$ cat src/rtl/pll_phase_sequencer.sv
`timescale 1ns/1ps
`default_nettype none
// ============================================================================
// Module      : pll_phase_sequencer
// Description : Drives PLL dynamic phase-shift commands over an Avalon-MM
//               reconfig port and tracks the net signed phase position.
// Revision    : 1.0 - initial release
// ============================================================================
module pll_phase_sequencer #(
    parameter int TIMEOUT_CYCLES = 4096,
    parameter int POLL_GAP       = 4
) (
    input  logic        clk,
    input  logic        reset,
    input  logic        cmd_valid,
    output logic        cmd_ready,
    input  logic [15:0] cmd_steps,
    input  logic [4:0]  cmd_cntsel,
    input  logic        cmd_up,
    output logic        busy,
    output logic        done,
    output logic        err,
    output logic [15:0] phase_pos,
    output logic [5:0]  avm_address,
    output logic        avm_read,
    output logic        avm_write,
    output logic [31:0] avm_writedata,
    input  logic [31:0] avm_readdata,
    input  logic        avm_waitrequest
);

    localparam logic [5:0] c_ADDR_MODE   = 6'h00;
    localparam logic [5:0] c_ADDR_STATUS = 6'h01;
    localparam logic [5:0] c_ADDR_START  = 6'h02;
    localparam logic [5:0] c_ADDR_DPS    = 6'h06;

    localparam int c_TMR_W = $clog2(TIMEOUT_CYCLES + 1);
    localparam int c_GAP_W = (POLL_GAP > 1) ? $clog2(POLL_GAP) : 1;
    localparam logic [c_TMR_W-1:0] c_TMR_MAX  = c_TMR_W'(TIMEOUT_CYCLES);
    localparam logic [c_GAP_W-1:0] c_GAP_LAST = c_GAP_W'(POLL_GAP - 1);

    typedef enum logic [2:0] {
        S_IDLE     = 3'd0,
        S_WR_MODE  = 3'd1,
        S_WR_DPS   = 3'd2,
        S_WR_START = 3'd3,
        S_POLL_GAP = 3'd4,
        S_POLL_RD  = 3'd5,
        S_FINISH   = 3'd6
    } state_t;

    state_t             r_state;
    logic [15:0]        r_steps;
    logic [4:0]         r_cntsel;
    logic               r_up;
    logic               r_mode_set;
    logic [c_TMR_W-1:0] r_tmr;
    logic [c_GAP_W-1:0] r_gap;
    logic               r_done;
    logic               r_err;
    logic [15:0]        r_pos;
    logic [5:0]         r_addr;
    logic               r_rd;
    logic               r_wr;
    logic [31:0]        r_wdata;

    logic        w_timeout;
    logic [31:0] w_dps;
    logic [15:0] w_next_pos;
    logic        w_unused_rd;

    assign w_timeout   = (r_tmr == c_TMR_MAX);
    assign w_dps       = {10'b0, r_up, r_cntsel, r_steps};
    assign w_next_pos  = r_up ? (r_pos + r_steps) : (r_pos - r_steps);
    assign w_unused_rd = ^avm_readdata[31:1];

    always_ff @(posedge clk) begin
        if (!reset) begin
            r_state    <= S_IDLE;
            r_steps    <= '0;
            r_cntsel   <= '0;
            r_up       <= 1'b0;
            r_mode_set <= 1'b0;
            r_tmr      <= '0;
            r_gap      <= '0;
            r_done     <= 1'b0;
            r_err      <= 1'b0;
            r_pos      <= '0;
            r_addr     <= '0;
            r_rd       <= 1'b0;
            r_wr       <= 1'b0;
            r_wdata    <= '0;
        end else begin
            r_done <= 1'b0;
            // Timer saturates so a long stalled read cannot wrap it back under the limit
            if ((r_state == S_POLL_GAP || r_state == S_POLL_RD) && !w_timeout) begin
                r_tmr <= r_tmr + 1'b1;
            end
            case (r_state)
                S_IDLE: begin
                    if (cmd_valid) begin
                        r_steps  <= cmd_steps;
                        r_cntsel <= cmd_cntsel;
                        r_up     <= cmd_up;
                        if (cmd_steps == 16'd0) begin
                            r_done  <= 1'b1;
                            r_err   <= 1'b0;
                            r_state <= S_FINISH;
                        end else if (!r_mode_set) begin
                            r_wr    <= 1'b1;
                            r_addr  <= c_ADDR_MODE;
                            r_wdata <= 32'd1;
                            r_state <= S_WR_MODE;
                        end else begin
                            r_wr    <= 1'b1;
                            r_addr  <= c_ADDR_DPS;
                            r_wdata <= {10'b0, cmd_up, cmd_cntsel, cmd_steps};
                            r_state <= S_WR_DPS;
                        end
                    end
                end
                S_WR_MODE: begin
                    if (!avm_waitrequest) begin
                        r_mode_set <= 1'b1;
                        r_addr     <= c_ADDR_DPS;
                        r_wdata    <= w_dps;
                        r_state    <= S_WR_DPS;
                    end
                end
                S_WR_DPS: begin
                    if (!avm_waitrequest) begin
                        r_addr  <= c_ADDR_START;
                        r_wdata <= 32'd1;
                        r_state <= S_WR_START;
                    end
                end
                S_WR_START: begin
                    if (!avm_waitrequest) begin
                        r_wr    <= 1'b0;
                        r_tmr   <= '0;
                        r_gap   <= '0;
                        r_state <= S_POLL_GAP;
                    end
                end
                S_POLL_GAP: begin
                    if (r_gap == c_GAP_LAST) begin
                        r_gap <= '0;
                        if (w_timeout) begin
                            r_err   <= 1'b1;
                            r_done  <= 1'b1;
                            r_state <= S_FINISH;
                        end else begin
                            r_rd    <= 1'b1;
                            r_addr  <= c_ADDR_STATUS;
                            r_state <= S_POLL_RD;
                        end
                    end else begin
                        r_gap <= r_gap + 1'b1;
                    end
                end
                S_POLL_RD: begin
                    if (!avm_waitrequest) begin
                        r_rd <= 1'b0;
                        if (avm_readdata[0]) begin
                            r_pos   <= w_next_pos;
                            r_err   <= 1'b0;
                            r_done  <= 1'b1;
                            r_state <= S_FINISH;
                        end else if (w_timeout) begin
                            r_err   <= 1'b1;
                            r_done  <= 1'b1;
                            r_state <= S_FINISH;
                        end else begin
                            r_state <= S_POLL_GAP;
                        end
                    end
                end
                S_FINISH: begin
                    r_state <= S_IDLE;
                end
                default: begin
                    r_state <= S_IDLE;
                end
            endcase
        end
    end

    assign cmd_ready     = (r_state == S_IDLE);
    assign busy          = (r_state != S_IDLE);
    assign done          = r_done;
    assign err           = r_err;
    assign phase_pos     = r_pos;
    assign avm_address   = r_addr;
    assign avm_read      = r_rd;
    assign avm_write     = r_wr;
    assign avm_writedata = r_wdata;

endmodule
`default_nettype wire

$ cat config.mk
export PLATFORM = sky130hd
export DESIGN_NAME = pll_phase_sequencer
export DESIGN_NICKNAME = d
export VERILOG_FILES = /design/src/rtl/pll_phase_sequencer.sv
export SDC_FILE = /design/constraint.sdc
export NUM_CORES = 1
export LEC_CHECK = 0
export ABC_AREA = 1
export BUFFER_PORTS_ARGS = -buffer_cell sky130_fd_sc_hd__buf_2
export CORE_MARGIN = 2
export CORE_UTILIZATION = 55
export DETAILED_ROUTE_END_ITERATION = 12
export PLACE_DENSITY = 0.81
export SLEW_MARGIN = 20
export SYNTH_ARGS = -nofsm -noshare
export SYNTH_HDL_FRONTEND = slang
export SYNTH_SLANG_ARGS = --single-unit
$ cat constraint.sdc
create_clock -name clk -period 3.3 [get_ports clk]
set_clock_uncertainty 0.05 [all_clocks]
set_input_delay 0.66 -clock clk [delete_from_list [all_inputs] [get_ports clk]]
set_output_delay 0.66 -clock clk [all_outputs]
set_load 0.01 [all_outputs]
==> results of run 1 <==
[cell type report]
cell class | instances | area, µm² | area share
timing repair buffer | 77 | 395.4 | 0.06909
clock inverter | 7 | 72.57 | 0.01268
multi-input combinational | 527 | 2805 | 0.4902
tap | 111 | 138.9 | 0.02427
sequential | 86 | 1722 | 0.3008
inverter | 124 | 465.4 | 0.08133
clock buffer | 9 | 123.9 | 0.02164
[power breakdown]
part / switching, µW / total (µW) / internal [µW]
Clock: 399 / 751 / 353
Sequential: 202 / 1530 / 1330
Combinational: 1610 / 2460 / 848
[per-layer routing]
layer | GRT usage | part of all wire | up-vias
li1 | - | - | 2581
met1 | 0.3008 | 0.44 | 2299
met2 | 0.4226 | 0.49 | 133
met3 | 0.04646 | 0.049 | 23
met4 | 0.09589 | 0.022 | 0
met5 | 0 | 0 | -
[registers in the layout (all words and copies together), names as in the netlist]
| name | flops |
|---|---|
| avm_read | 1 |
| avm_write | 1 |
| avm_address | 3 |
| r_state | 3 |
| r_steps | 16 |
| phase_pos | 16 |
| r_tmr | 13 |
| r_gap | 2 |
| avm_writedata | 22 |
| err | 1 |
| r_up | 1 |
| r_cntsel | 5 |
| r_mode_set | 1 |
| done | 1 |
[cell families (layout without fill, tap and decap cells)]
family                     after synthesis  after routing  share of synthesized area
buffers and inverters                  160            217                     0.1303
DFF                                     86             86                     0.3345
and+or+nand+nor                        275            275                     0.2319
other                                    1             13                  0.0007285
AOI/OAI and AO/OA                      189            189                     0.2015
xor gates and xnor gates                30             30                    0.05105
adders and majority gates               20             20                    0.05007
[synth_stat cells (all sizes together) (3+ instances only)]
library cell	instances
dfxtp	86
a211oi	5
inv	124
nand2	115
ha	19
o22ai	14
o21ai	83
nor3	15
clkbuf	14
nand4	5
or2	3
xor2	28
o221ai	3
o211ai	3
a21oi	74
nor2	94
nand3	39
buf	22
[worst max-delay path, cell delays in order, from the launching register on]
cell and delay (ps):
dfxtp_1 320, inv_1 130, ha_1 200, nand3_1 120, nor3_2 150, inv_1 100, o21ai_0 260, nand2_1 110
xor2_1 160, ha_1 370, nand2_1 110, nor2_1 150, and3_1 160, nand2_1 50, nand2_1 110, nand3_1 110
nand3_1 100, nand2_1 50, inv_1 50, nor2_1 40
[what timing repair did]
item | 4_1_cts | 5_1_grt
hold buffers | 0 | 0
gates resized for setup | 0 | 1
endpoints found under the setup margin | 0 | 2
[metrics by stage]
step	setup WS, ps	cell area (µm²)	hold slack (ps)	utilization
after detailed placement	293.6	5522	384.0	0.6033
after global placement	380.0	5522	381.5	0.6033
after global routing	40.00	5723	422.1	0.6253
final	337.8	5723	394.5	0.6253
after floorplan	685.9	5192	374.6	-
after CTS	287.0	5718	397.4	0.6247
[worst paths after layout]
kind                            slack [ps]  cells after the start                        endpoint                      startpoint
worst max-delay path                   340                     19      phase_pos[15]$_SDFFE_PN0P_         r_steps[0]$_SDFFE_PN0P_
worst min-delay path                   390                      2  avm_writedata[20]$_SDFFE_PN0P_  avm_writedata[20]$_SDFFE_PN0P_
worst max register to register         340                     19      phase_pos[15]$_SDFFE_PN0P_         r_steps[0]$_SDFFE_PN0P_
worst min register to register         390                      2  avm_writedata[20]$_SDFFE_PN0P_  avm_writedata[20]$_SDFFE_PN0P_
==> metrics.cfg, run 1 <==
[worst_setup_path]
path_class = flip-flop to flip-flop
startpoint_type = flip-flop
cp_max_fo = 5
required_ps = 3520
arrival_ps = 3180
critPathCaptureType = flip-flop

[pwr]
pwr_density_cell_nw_per_um2 = 828.2
peakVddDrop_uv = 526.2
leakagePower_uw = 0.002766
fin_total_pwr_uw = 4740

[timing]
fin_crit_sh = 0.8976
min_period_ps = 2962
fmax_mhz = 337.6
fin_tns_setup_ps = 0
worst_slew_pin_slew_ps = 849.9
slew_violations = 0
rsz0062_at_grt = false
setup_viol = 0
slew_headroom = 0.4328
hold_viol = 0

[layout]
fillers = 870
drive_gt1_frac = 0.1434
area_delta_synth_final_pct = 11.18
instances_no_fill = 941
final_common_cell = inv_1
fin_nets = 903
layout_common_cells = inv_1 (117), nand2_1 (112), nor2_1 (90)
antenna_cells = 0

[yosys]
ys_warn_count = 0
avgSynthCellArea_um2 = 6.764
ys.flop_type = dfxtp_1
synth_area_leader_cell = dfxtp_1
synth_area_leaders = dfxtp_1 (33%), inv_1 (8.5%), nand2_1 (8.2%)
synthCells = 761
ys_types = 44
ys_ff_latch = 86
synth_edf_count = 0
syn_area_um2 = 5147
synthArstFlopShare = 0
synth-seq-area-share = 0.3345
yosys.area.top_type_share = 0.3345

[global_route]
grt-ovfl-total = 0
grt_first_pass_wirelength_mm = 20.42
grt_usage = 0.2451
grt_max_degree = 56
grt_pass1_vias = 4701
antenna_found_initial = 0

[floorplan]
pin_count = 118
die_y_um = 100.7
rows = 35
start_util = 0.5624
fp.dieW_um = 100.7
dieArea_um2 = 10150
core_area_um2 = 9153

[drt]
ant_nets = 0
drtIter0Drc = 283
drt-vias-per-instance = 5.352
drtPass1Iterations = 4
num_vias = 5036
wl_mm = 12.20
wire_per_inst_um = 12.96
drc = 0

[min_path]
hold_class = flip-flop to flip-flop

[clock_tree]
worstSkewPairLatency_ps = 360
cts_tree = built
cts_buffers = 9
clkTransAtPathRegs_ps = 100
htree_levels = 3
clock_path_buffers = 2
cts-root-buf = clkbuf_8
postCtsSetupBuffers = 0
cts_sinks = 86

[run_status]
status = complete, no violations

[flow_run]
maxCapViolCount = 0

[place]
place.gp.congestion = 0.9844
hpwl_mm = 9.218
io_buffers = 73
dpl.cell_count = 925

(Power assumes the default switching activity.)
==> run 2, diff against run 1 <==
CORE_UTILIZATION = 35   (was 55)
PLACE_DENSITY = unset   (was 0.81)
==> run 2 against run 1 <==
  * Wire length is 4.8% higher
  * Critical path depth is 1 higher
  * Via count is 3.7% lower
  * Highest routed layer unchanged
  * Sequential power hardly changed
==> metrics.cfg, run 2 (synthesis results as in run 1) <==
[run_status]
status = complete, no violations

[drt]
drt-vias-per-instance = 4.777
drtIter0Drc = 291
drtPass1Iterations = 5
drc = 0
wire_per_inst_um = 12.60
num_vias = 4849
wl_mm = 12.79
ant_nets = 0

[global_route]
antenna_found_initial = 0
grt-ovfl-total = 0
grt_max_degree = 56
grt_first_pass_wirelength_mm = 21.94
grt_usage = 0.1695
grt_pass1_vias = 4635

[timing]
slew_violations = 0
worst_slew_pin_slew_ps = 811.5
fin_crit_sh = 0.8848
rsz0062_at_grt = false
min_period_ps = 2920
hold_viol = 0
fin_tns_setup_ps = 0
fmax_mhz = 342.5
setup_viol = 0
slew_headroom = 0.4584

[clock_tree]
cts-root-buf = clkbuf_16
cts_tree = built
clock_path_buffers = 2
cts_sinks = 86
htree_levels = 3
worstSkewPairLatency_ps = 340
postCtsSetupBuffers = 0
cts_buffers = 9
clkTransAtPathRegs_ps = 60
holdBufCountCts = 0

[floorplan]
rows = 44
pin_count = 118
start_util = 0.3569
die_y_um = 125.3
core_area_um2 = 14420
dieArea_um2 = 15690
fp.dieW_um = 125.3

[layout]
final_common_cell = inv_1
largest_register_ff_count = 22
antenna_cells = 0
area_delta_synth_final_pct = 15.87
layout_common_cells = inv_1 (117), nand2_1 (112), nor2_1 (90)
fin_nets = 905
drive_gt1_frac = 0.1432

[worst_setup_path]
startpoint_type = flip-flop
path_common_cell = nand2_1
crit_path_top_delay_cell = ha_1
crit_chain = inv_1 > ha_1 > nand3_1 > nor3_1 > inv_1 > o21ai_1 > nand2_1 > xor2_1 > ha_1 > nand2_1 > nor2_1 > and3_1 > nand2_1 > nand2_1 > inv_1 > nand2_1 > nand3_1 > nand2_1 > inv_1 > nor2_1
path_class = flip-flop to flip-flop
cpLargestDelayFamily = simple AND/OR/NAND/NOR gates
cp_num_buf_inv = 4
reg2reg_slack_ps = 380
arrival_ps = 3150
cp_max_fo = 5
critPathCaptureType = flip-flop
critPathMaxStageDelay_ps = 360
required_ps = 3530

[pwr]
pwr_density_cell_nw_per_um2 = 865.8
peakVddDrop_uv = 361.3
fin_total_pwr_uw = 5164
leakagePower_uw = 0.002838

[place]
place.gp.congestion = 0.8333
io_buffers = 73
hpwl_mm = 9.428

[flow_run]
maxCapViolCount = 0

[min_path]
hold_class = flip-flop to flip-flop

run 2: timing repair:
item,4_1_cts,5_1_grt
endpoints found under the hold margin,0,0
resized for setup,0,1
setup endpoints to repair,0,2
run 2: power by group:
group	switching, µW	internal [µW]	total, µW
registers	198	1330	1530
clock network	421	735	1160
logic	1620	864	2480
total	2240	2930	5160
run 2: worst min-delay path, cell delays in order, from the launching register on:
cell     delay, ps
dfxtp_1        310
inv_1           50
a21oi_1         50
run 2: area by class of cell:
type                    count  area [µm²]
fillers                  1534        8459
multi-input cells         527        2800
flip-flops and latches     86        1722
inverters                 124       465.4
repair buffers             79       410.4
well taps                 184       230.2
clock buffers               9       225.2
clock inverters             6       111.4
run 2: path summary, 6_finish.rpt:
| path | from | to | depth (start not counted) |
|---|---|---|---|
| worst min-delay path | avm_writedata[8]$_SDFFE_PN0P_ | avm_writedata[8]$_SDFFE_PN0P_ | 2 |
| worst max-delay path | r_steps[0]$_SDFFE_PN0P_ | phase_pos[15]$_SDFFE_PN0P_ | 20 |
| worst min register to register | avm_writedata[8]$_SDFFE_PN0P_ | avm_writedata[8]$_SDFFE_PN0P_ | 2 |
| worst max register to register | r_steps[0]$_SDFFE_PN0P_ | phase_pos[15]$_SDFFE_PN0P_ | 20 |
run 2: metrics by stage:
| step | std cells | instance area, µm² | hold WS, ps | util | setup WS, ps |
|---|---|---|---|---|---|
| 2_1_floorplan | 773 | 5192 | 374.6 | - | 685.9 |
| 5_1_grt | 1015 | 5964 | 410.0 | 0.4135 | 47.97 |
| 4_1_cts | 1015 | 5964 | 396.7 | 0.4135 | 289.9 |
| 6_report | 1015 | 5964 | 391.0 | 0.4135 | 380.2 |
| 3_3_place_gp | 1000 | 5628 | 381.0 | 0.3902 | 341.6 |
| 3_5_place_dp | 1000 | 5628 | 386.6 | 0.3902 | 303.5 |
run 2: metal layers:
layer  share of wire  GRT usage  up-vias
met5               0          0        -
met3           0.038    0.03851       12
met4           0.013    0.04967        0
met2            0.48     0.2922       84
li1                -          -     2580
met1            0.47     0.2120     2173
==> run 3, diff against run 2 <==
CAP_MARGIN = 20   (was unset)
REMOVE_ABC_BUFFERS = 1   (was unset)
==> run 3 against run 2 <==
  * Core utilization down 0.24 points
  * Design area is 0.59% lower
  * Worst setup slack better by 37 ps
  * Sequential share of layout area rose by 0.17 points
  * Register-to-register slack gained 40 ps
  * Power is 2.6% lower
  * Highest routed layer unchanged
  * First-iteration DRC count down 26%
  * Sequential power about the same
  * Die area did not move
  * Cell count is essentially flat
  * Combinational power hardly changed
  * Largest power group unchanged
  * Maximum frequency grew 1.3%
==> metrics.cfg, run 3 (synthesis results as in run 1) <==
[drt]
wire_per_inst_um = 12.48
wl_mm = 12.65
num_vias = 4812
drtPass1Iterations = 5
drt-vias-per-instance = 4.746
drtIter0Drc = 216
drc = 0
ant_nets = 0

[place]
dpl.cell_count = 999
hpwl_mm = 9.394
place_area_um2 = 5620
place.gp.congestion = 0.8622
io_buffers = 73

[worst_setup_path]
reg2reg_slack_ps = 420
critPathLaunch = r_steps[0]$_SDFFE_PN0P_
arrival_ps = 3120
cp_max_fo = 5
startpoint_type = flip-flop
critPathCaptureType = flip-flop
crit_path_end = phase_pos[15]$_SDFFE_PN0P_
worstReg2RegStart = r_steps[0]$_SDFFE_PN0P_
rr_endpoint = phase_pos[15]$_SDFFE_PN0P_
required_ps = 3540
reg2reg_depth = 20
path_class = flip-flop to flip-flop

[global_route]
grt_usage = 0.1659
grt_first_pass_wirelength_mm = 21.58
grt_pass1_vias = 4515
antenna_found_initial = 0
grt-ovfl-total = 0
grt_max_degree = 56

[pwr]
pwr_density_cell_nw_per_um2 = 848.2
peakVddDrop_uv = 454.2
leakagePower_uw = 0.002823

[timing]
whs_ps = 390.9
min_period_ps = 2883
worst_slew_pin_slew_ps = 833.3
rsz0062_at_grt = false
slew_violations = 0
hold_viol = 0
setup_viol = 0
fin_tns_setup_ps = 0
fin_crit_sh = 0.8736
fmax_mhz = 346.9
slew_headroom = 0.4439

[floorplan]
core_area_um2 = 14420
dieArea_um2 = 15690
start_util = 0.3569
die_y_um = 125.3
fp.dieW_um = 125.3
rows = 44
pin_count = 118

[clock_tree]
clock_path_buffers = 2
cts_buffers = 9
clkTransAtPathRegs_ps = 60
cts_tree = built
cts_sinks = 86
htree_levels = 3
postCtsSetupBuffers = 0
cts-root-buf = clkbuf_16
worstSkewPairLatency_ps = 340

[layout]
final_core_util = 0.4111
area_delta_synth_final_pct = 15.19
fillers = 1551
fin_nets = 904
instances_no_fill = 1014
largest_register_ff_count = 22
final_common_cell = inv_1
drive_gt1_frac = 0.1422
register_area_um2 = 1722
antenna_cells = 0
stdcell_area_um2 = 5929
multi_input_area_um2 = 2800
layout_common_cells = inv_1 (117), nand2_1 (112), nor2_1 (90)

[run_status]
status = complete, no violations

[min_path]
hold_class = flip-flop to flip-flop

[flow_run]
maxCapViolCount = 0

==> run 3: critical path, stage by stage (launching register included) <==
cell	delay [ps]
dfxtp_1	310
inv_1	120
ha_1	190
nand3_1	100
nor3_1	220
inv_1	110
o21ai_1	200
nand2_1	90
xor2_1	160
ha_1	360
nand2_1	110
nor2_1	140
and3_1	160
nand2_1	50
nand2_1	90
inv_1	50
nand2_1	70
nand3_1	70
nand2_1	60
inv_1	40
nor2_1	80
==> run 3: layer usage <==
layer / GRT usage / vias up / routed length, µm
li1: - / 2586 / -
met1: 0.2186 / 2121 / 6064
met2: 0.2772 / 94 / 5925
met3: 0.03723 / 11 / 534
met4: 0.03987 / 0 / 127
met5: 0 / - / 0
==> run 3: how the worst min path moves through the flow <==
stage | start | end | slack [ps] | cells after the start
2_1_floorplan | r_cntsel[0]$_SDFFE_PN0P_ | r_cntsel[0]$_SDFFE_PN0P_ | 370 | 2
3_3_place_gp | avm_writedata[13]$_SDFFE_PN0P_ | avm_writedata[13]$_SDFFE_PN0P_ | 380 | 2
3_5_place_dp | avm_writedata[20]$_SDFFE_PN0P_ | avm_writedata[20]$_SDFFE_PN0P_ | 380 | 2
4_1_cts | avm_writedata[11]$_SDFFE_PN0P_ | avm_writedata[11]$_SDFFE_PN0P_ | 390 | 2
5_1_grt | avm_writedata[9]$_SDFFE_PN0P_ | avm_writedata[9]$_SDFFE_PN0P_ | 410 | 2
6_report | avm_writedata[13]$_SDFFE_PN0P_ | avm_writedata[13]$_SDFFE_PN0P_ | 390 | 2
==> run 3: repair_timing <==
| item | in CTS | in global routing |
|---|---|---|
| endpoints found under the setup margin | 0 | 2 |
| hold buffers | 0 | 0 |
| gates resized for setup | 0 | 1 |
==> run 3: where the power goes <==
part           total (µW)  switching (µW)  internal, µW  leakage, µW
logic                2450            1590           855      0.00197
registers            1520             195          1330     0.000704
clock network        1060             415           643     0.000151
total                5030            2200          2830      0.00282
==> run 3: final cells by class <==
type,instances,area share
clock buffers,12,0.04495
inverters,124,0.07850
flip-flops and latches,86,0.2904
repair buffers,78,0.06795
clock inverters,3,0.007175
well taps,184,0.03883
multi-input cells,527,0.4723
==> run 3: stage by stage <==
| step | total power, µW | setup slack, ps |
|---|---|---|
| 2_1_floorplan | 3317 | 664.0 |
| 3_3_place_gp | 3990 | 359.9 |
| 3_5_place_dp | 4005 | 334.4 |
| 4_1_cts | 5086 | 309.9 |
| 5_1_grt | 5499 | 19.40 |
| 6_report | 5029 | 417.1 |
